**src/rtl/alu_result_stage_pkg.sv**
```systemverilog
// Shared ALU definitions: flag bit positions and branch condition codes.
// Used by the ALU, the sequencer and the result stage.
package alu_result_stage_pkg;

  localparam logic [1:0] FLAG_Z = 2'd0;
  localparam logic [1:0] FLAG_C = 2'd1;
  localparam logic [1:0] FLAG_N = 2'd2;
  localparam logic [1:0] FLAG_V = 2'd3;

  typedef enum logic [3:0] {
    COND_BRA = 4'd0,
    COND_BRN = 4'd1,
    COND_HI  = 4'd2,
    COND_LS  = 4'd3,
    COND_CC  = 4'd4,
    COND_CS  = 4'd5,
    COND_NE  = 4'd6,
    COND_EQ  = 4'd7,
    COND_VC  = 4'd8,
    COND_VS  = 4'd9,
    COND_PL  = 4'd10,
    COND_MI  = 4'd11,
    COND_GE  = 4'd12,
    COND_LT  = 4'd13,
    COND_GT  = 4'd14,
    COND_LE  = 4'd15
  } cond_e;

endpackage

```
**src/rtl/alu_result_stage_if.sv**
```systemverilog
// Handshake bundle between the ALU, the result stage and its downstream consumer.
// master = environment side (ALU + consumer), slave = result stage.
interface alu_result_stage_if #(
  parameter int N        = 8,
  parameter int FlagBits = 4
);
  logic [N-1:0]        y;
  logic [FlagBits-1:0] oflags;
  logic [FlagBits-1:0] flag_mask;
  logic                load_res;
  logic                in_valid;
  logic                in_ready;
  logic [N-1:0]        result;
  logic                res_valid;
  logic                res_ready;

  modport master (
    output y, oflags, flag_mask, load_res, in_valid, res_ready,
    input  in_ready, result, res_valid
  );

  modport slave (
    input  y, oflags, flag_mask, load_res, in_valid, res_ready,
    output in_ready, result, res_valid
  );
endinterface

```
**src/rtl/alu_result_stage_cond_eval.sv**
```systemverilog
// Pure combinational branch condition evaluator over the {V,N,C,Z} flag vector.
module cond_eval
  import alu_result_stage_pkg::*;
#(
  parameter int FlagBits = 4
) (
  input  logic [3:0]          cond_i,
  input  logic [FlagBits-1:0] flags_i,
  output logic                cond_true_o
);

  logic z, c, n, v;
  cond_e cond;

  assign z    = flags_i[FLAG_Z];
  assign c    = flags_i[FLAG_C];
  assign n    = flags_i[FLAG_N];
  assign v    = flags_i[FLAG_V];
  assign cond = cond_e'(cond_i);

  always_comb begin
    cond_true_o = 1'b0;
    unique case (cond)
      COND_BRA: cond_true_o = 1'b1;
      COND_BRN: cond_true_o = 1'b0;
      COND_HI:  cond_true_o = !c && !z;
      COND_LS:  cond_true_o = c || z;
      COND_CC:  cond_true_o = !c;
      COND_CS:  cond_true_o = c;
      COND_NE:  cond_true_o = !z;
      COND_EQ:  cond_true_o = z;
      COND_VC:  cond_true_o = !v;
      COND_VS:  cond_true_o = v;
      COND_PL:  cond_true_o = !n;
      COND_MI:  cond_true_o = n;
      COND_GE:  cond_true_o = (n == v);
      COND_LT:  cond_true_o = (n != v);
      COND_GT:  cond_true_o = !z && (n == v);
      COND_LE:  cond_true_o = z || (n != v);
    endcase
  end

endmodule

```
**src/rtl/alu_result_stage.sv**
```systemverilog
// ALU result register with single-entry valid/ready handshake, masked flag register
// and branch condition output. Define ALU_FLAG_SAVE_EN to add the shadow flag register.
module alu_result_stage
  import alu_result_stage_pkg::*;
#(
  parameter int N        = 8,
  parameter int FlagBits = 4
) (
  input  logic                clk_i,
  input  logic                rst_i,
  alu_result_stage_if.slave   bus,
  input  logic [3:0]          cond_i,
  output logic                cond_true_o,
  output logic [FlagBits-1:0] iflags_o
`ifdef ALU_FLAG_SAVE_EN
  ,
  input  logic                flag_save_i,
  input  logic                flag_restore_i,
  output logic [FlagBits-1:0] saved_flags_o
`endif
);

  logic [N-1:0]        result_q, result_d;
  logic                res_valid_q, res_valid_d;
  logic [FlagBits-1:0] iflags_q, iflags_d;
  logic [FlagBits-1:0] flags_upd;
  logic                in_ready;
  logic                accept;

  // A draining entry frees the slot in the same cycle, so back-to-back beats see no bubble.
  assign in_ready = !res_valid_q || bus.res_ready;
  assign accept   = bus.in_valid && in_ready;

  assign flags_upd = accept ? ((iflags_q & ~bus.flag_mask) | (bus.oflags & bus.flag_mask))
                            : iflags_q;

  always_comb begin
    result_d    = result_q;
    res_valid_d = res_valid_q;
    if (accept && bus.load_res) begin
      result_d    = bus.y;
      res_valid_d = 1'b1;
    end else if (bus.res_ready) begin
      res_valid_d = 1'b0;
    end
  end

`ifdef ALU_FLAG_SAVE_EN
  logic [FlagBits-1:0] shadow_q, shadow_d;

  // Save and restore together naturally swap: each side reads the other's old value.
  always_comb begin
    iflags_d = flags_upd;
    shadow_d = shadow_q;
    if (flag_save_i)    shadow_d = iflags_q;
    if (flag_restore_i) iflags_d = shadow_q;
  end

  always_ff @(posedge clk_i) begin
    if (rst_i) begin
      shadow_q <= '0;
    end else begin
      shadow_q <= shadow_d;
    end
  end

  assign saved_flags_o = shadow_q;
`else
  assign iflags_d = flags_upd;
`endif

  always_ff @(posedge clk_i) begin
    if (rst_i) begin
      result_q    <= '0;
      res_valid_q <= 1'b0;
      iflags_q    <= '0;
    end else begin
      result_q    <= result_d;
      res_valid_q <= res_valid_d;
      iflags_q    <= iflags_d;
    end
  end

  assign bus.in_ready  = in_ready;
  assign bus.result    = result_q;
  assign bus.res_valid = res_valid_q;
  assign iflags_o      = iflags_q;

  cond_eval #(
    .FlagBits (FlagBits)
  ) u_cond_eval (
    .cond_i      (cond_i),
    .flags_i     (iflags_q),
    .cond_true_o (cond_true_o)
  );

endmodule

```
**src/flat_wrapper.sv**
```systemverilog
// flat-port wrapper written by rule: the top's interface ports become plain ports
module alu_result_stage_flat import alu_result_stage_pkg::*;
#(
  parameter int N        = 8,
  parameter int FlagBits = 4
)
  (clk_i, rst_i, cond_i, cond_true_o, iflags_o, bus_y, bus_oflags, bus_flag_mask, bus_load_res, bus_in_valid, bus_res_ready, bus_in_ready, bus_result, bus_res_valid);
  alu_result_stage_if #(.N(N), .FlagBits(FlagBits)) bus_i ();
  input  logic clk_i;
  input  logic rst_i;
  input  logic [3:0] cond_i;
  output logic cond_true_o;
  output logic [FlagBits-1:0] iflags_o;
  input wire logic [$bits(bus_i.y)-1:0] bus_y;
  input wire logic [$bits(bus_i.oflags)-1:0] bus_oflags;
  input wire logic [$bits(bus_i.flag_mask)-1:0] bus_flag_mask;
  input wire logic [$bits(bus_i.load_res)-1:0] bus_load_res;
  input wire logic [$bits(bus_i.in_valid)-1:0] bus_in_valid;
  input wire logic [$bits(bus_i.res_ready)-1:0] bus_res_ready;
  output wire logic [$bits(bus_i.in_ready)-1:0] bus_in_ready;
  output wire logic [$bits(bus_i.result)-1:0] bus_result;
  output wire logic [$bits(bus_i.res_valid)-1:0] bus_res_valid;
  assign bus_i.y = bus_y;
  assign bus_i.oflags = bus_oflags;
  assign bus_i.flag_mask = bus_flag_mask;
  assign bus_i.load_res = bus_load_res;
  assign bus_i.in_valid = bus_in_valid;
  assign bus_i.res_ready = bus_res_ready;
  assign bus_in_ready = bus_i.in_ready;
  assign bus_result = bus_i.result;
  assign bus_res_valid = bus_i.res_valid;
  alu_result_stage #(.N(N), .FlagBits(FlagBits)) u_core (.clk_i(clk_i), .rst_i(rst_i), .bus(bus_i), .cond_i(cond_i), .cond_true_o(cond_true_o), .iflags_o(iflags_o));
endmodule
```
**config.mk**
```make
export PLATFORM = sky130hd
export DESIGN_NAME = alu_result_stage_flat
export DESIGN_NICKNAME = d
export VERILOG_FILES = /design/src/rtl/alu_result_stage_pkg.sv /design/src/rtl/alu_result_stage_if.sv /design/src/rtl/alu_result_stage_cond_eval.sv /design/src/rtl/alu_result_stage.sv /design/src/flat_wrapper.sv
export SDC_FILE = /design/constraint.sdc
export NUM_CORES = 1
export LEC_CHECK = 0
export CORE_ASPECT_RATIO = 1.4
export CORE_UTILIZATION = 39
export DETAILED_ROUTE_END_ITERATION = 6
export HOLD_SLACK_MARGIN = 0.06
export PLACE_DENSITY = 0.78
export SETUP_SLACK_MARGIN = 0.2
export SKIP_LAST_GASP = 1
export SYNTH_ARGS = -nofsm -noshare
export SYNTH_HDL_FRONTEND = slang
export SYNTH_HIERARCHICAL = 1
export SYNTH_SLANG_ARGS = --single-unit
```
**constraint.sdc**
```tcl
create_clock -name clk_i -period 2.1 [get_ports clk_i]
set_clock_uncertainty 0.1 [all_clocks]
set_input_delay 0.42 -clock clk_i [delete_from_list [all_inputs] [get_ports clk_i]]
set_output_delay 0.42 -clock clk_i [all_outputs]
set_load 0.1 [all_outputs]
```
* Yosys cells after proc, flatten, opt, wreduce, memory -nomap -nowiden
Index checks and enable logic that the tools add are counted.
** Word-level totals
- Bits of input ports :: 25
- Register bits after elaboration :: 13
- Output and inout bits :: 15
** Cells by class
- Bitwise operators :: 4
- Eq/ne operators :: 17
- Reduce and logical (&&, ||, !) cells :: 14
- Muxes and demuxes :: 3
** Operator list (count)
- $eq A4 B4 Y1 const B :: 8
- $eq A4 B3 Y1 const B :: 4
- $pmux W1 S16 :: 1
- $and A4 B4 Y4 :: 2
- $eq A4 B2 Y1 const B :: 2
- $logic_not A1 Y1 :: 5
- $eq A4 B1 Y1 const B :: 1
- $logic_and A1 B1 Y1 :: 4
- $logic_not A4 Y1 :: 1
- $not A4 Y4 :: 1
- $or A4 B4 Y4 :: 1
- $logic_or A1 B1 Y1 :: 3
- $mux W1 :: 2
- $reduce_bool A2 Y1 :: 1
- $eq A1 B1 Y1 :: 1
- $ne A1 B1 Y1 :: 1

* Longest topological paths before layout
- Depth after elaboration :: 5
- Gate-level depth with buffers :: 5
- Gate-level depth less buffers :: 4

* By module
The synthesis kept the hierarchy.
** Modules (own cells, without submodules)
- alu_result_stage :: cells an instance 61, instances 1, area each 624.3 um^2, sequential area each 260.2 um^2
- cond_eval :: cells an instance 26, instances 1, area each 195.2 um^2, sequential area each 0.0 um^2

* Least setup slack after synthesis
OpenSTA, ideal clock, no wires.
- Kind :: reg-to-output
- Start point :: register (tool-made name)
- End point :: output port cond_true_o
- Stages on the path, launching flop included :: 5
- Arrival :: 3114 ps
- Slack :: -1534 ps
- Path buffers :: 0
- Cell sequence :: dfxtp_1 > xor2_1 > mux2i_1 > a221oi_1 > o22ai_1
** RTL lines
- end, declared :: line flat_wrapper.sv:12 : output logic cond_true_o;

==> summary.md <==
| Metric | Value |
|---|---|
| Core area | 1970 sq um |
| CP Buf/Inv Count | 1 |
| Netlist cell types | 23 |
| Area leader, netlist | dfxtp_1 |
| CP Class | reg2out |
| Endpoints failing setup | 1 |
| Antenna violations before repair | 0 |
| Total number of vias | 763 |
| N_diodes | 0 |
| Final nets | 160 |
| Power, Total | 0.729 mW |
| Post-Route WL | 1.96 mm |
| CP max stage delay | 0.38 ns |
| Synth Instances | 87 |
| CTS tree | done |
| Top cells by count, synth | nand2b_1, mux2i_1, dfxtp_1 |
| DP HPWL | 1.52 mm |
| Hold WS | 0.379 ns |
| Clock transition at path regs | 0.08 ns |
| Synth top area share | 31.8% |
| Die height | 56.2 um |
| Top FF cell, synth | dfxtp_1 |
| Top-count cell post-synth | nand2b_1 |
| Final Hold Violating Endpoints | 0 |
| CTS HTree Levels | 1 |
| Max-Cap Viols | 0 |
| PwrDens | 556 nW/um^2 |
| Hold Path Stages | 2 |
| Largest delay share family, worst path | compound AO/OA/AOI/OAI gates |
| Min cycle time layout | 2.28 ns |
| RSZ-0062 raised after global routing | yes |
| Area grow syn2layout | 60.2% |
| Syn nets | 112 |
| Worst Path Required | 1.58 ns |
| Row Count | 19 |
| Post-synth EDFFs | 0 |
| Min-delay worst type | reg2reg |
| Met1 Track Usage GR | 17.5% |
| GRT Util Overall | 18.8% |
| Met2 global-route usage | 37.4% |
| Avg WL per Cell | 12.6 um |
| GPL Wtd Cong | 0.616 |
| Yosys warns | 6 |
| Footprint of the multi-input gates | 532 sq um |
| Netlist Area Pre-Place | 820 sq um |
| CP startpoint kind | flop |
| Deepest clock path buffer count | 2 |
| CTS Buf Count | 3 |
| Worst Reg-to-Reg Cells | 3 |
| Register area | 275 sq um |
| Die Wd | 40.7 um |
| Drt via density | 4.92 |
| Layout cells sized above 1 | 28.4% |
| Leak pwr | 0.579 nW |
| IO Port Bufs | 39 |
| Failing checks | setup timing |
| First-pass GRT wire length | 3.09 mm |
| DRC | 0 |
| Root Buffer | clkbuf_4 |
| Slowest stage cell, crit path | dfxtp_4 |
| CP Data Arrival Time | 1.76 ns |
| F_max | 439 MHz |
| Final Cycle Share | 108% |
| Grt ovf | 0 |
| Synth area leaders | dfxtp_1, nand2b_1, mux2i_1, xor2_1, buf_6 |
| Clock sinks | 13 |
| Async set-reset flop share out of synthesis | 0% |
| Max_slew headroom | 63.8% |
| CP max FO | 5 |
| Pin count of the biggest net entering global routing | 26 |
| Stages on the worst setup path | 5 |
| Status | finished, violations left |
| Final ANT Viol Nets | 0 |
| Pins Over Slew Limit | 0 |
| Gr busiest metal | met2 |
| Synthesis-stage register bit count | 13 |
| Avg Cell Area, Syn | 9.42 sq um |
| Worst skew pair latency | 0.26 ns |
| Vias in the first global route | 792 |
| Measured slew at the worst slew-check pin | 0.542 ns |
| Fill count | 175 |
| Crit-path cells | xnor3_1 -> a221o_1 -> a21oi_2 -> o22ai_4 -> buf_12 |
| Crit path capture type | output pin |
| Worst setup margin | -0.178 ns |
| Sequential area share after synthesis | 31.8% |
| Met3 Use GR | 1.60% |
| DR iter-0 viols | 6 |
| Drt pass-1 iters | 4 |
| Io pins | 40 |
| Die area | 2290 sq um |
| Peak VDD IR | 398 uV |
| Starting Density | 41.5% |
## path summary, 6_finish.rpt
path,from,to,slack [ns]
hold / removal,u_core/bus.result[6],u_core/bus.result[6],0.38
setup reg to reg,u_core/bus.res_valid,u_core/bus.result[0],0.91
setup / recovery,flop,cond_true_o,-0.18
hold reg to reg,u_core/bus.result[6],u_core/bus.result[6],0.38
## per-stage QoR
stage | setup slack [ns] | instance area [sq um] | cells | util (%) | setup TNS (ns)
after floorplan | -0.0848 | 848 | 87 | - | -0.0848
after global placement | -0.482 | 1250 | 147 | 63.3 | -0.482
after detailed placement | -0.541 | 1250 | 147 | 63.3 | -0.541
after CTS | -0.209 | 1310 | 154 | 66.3 | -0.209
after global routing | -0.235 | 1310 | 155 | 66.5 | -0.235
final | -0.178 | 1310 | 155 | 66.5 | -0.178
## cell families after synthesis
group / share of synthesized area, %
mux: 17.1
xor+xnor: 8.09
simple gates: 28.2
compound gates: 8.40
buf+inv: 6.41
flops: 31.8
## placed cells by master (no fill, tap or decap), types with 2 or more instances in the layout
cell type        netlist  final
dlygate4sd2_1          0      2
inv_1                  3      3
nand2_1                3      3
a211oi_1               2      2
buf_12                 0      2
a21oi_1                3      2
nand2b_1              24     24
buf_4                  0     21
nand3_1                4      4
clkdlybuf4s50_1        0     21
xor2_1                 4      3
dfxtp_1               13      9
dfxtp_4                0      4
clkbuf_4               0      3
mux2i_1               14     14
## metal layers
layer	up-vias	share of wire, %
met5	-	0
met1	347	35
met4	0	0
met3	0	5.3
li1	387	-
met2	29	59
## tightest hold or removal path, cell delays in order (launching register included)
cell and delay [ns]:
dfxtp_1 0.31, nand2b_1 0.06, mux2i_1 0.06
## area by class of cell
| cell class | count | area share [%] |
|---|---|---|
| inverter | 3 | 0.858 |
| sequential | 13 | 21.0 |
| multi-input combinational | 66 | 40.5 |
| timing repair buffer | 48 | 33.7 |
| clock buffer | 4 | 2.00 |
| tap | 21 | 2.00 |
## what timing repair did
action / CTS / global route
hold buffers: 0 / 0
endpoints found under the setup margin: 1 / 1
pin swaps: 3 / 2
buffers inserted: 3 / 1
hold endpoints to repair: 0 / 0
resized for setup: 6 / 2
## where the power goes
group / total [mW] / switching [mW] / internal, mW
clock: 0.150 / 0.0771 / 0.0734
sequential: 0.269 / 0.0117 / 0.257
combinational: 0.310 / 0.184 / 0.126
total: 0.729 / 0.273 / 0.456
(Power assumes the default switching activity.)
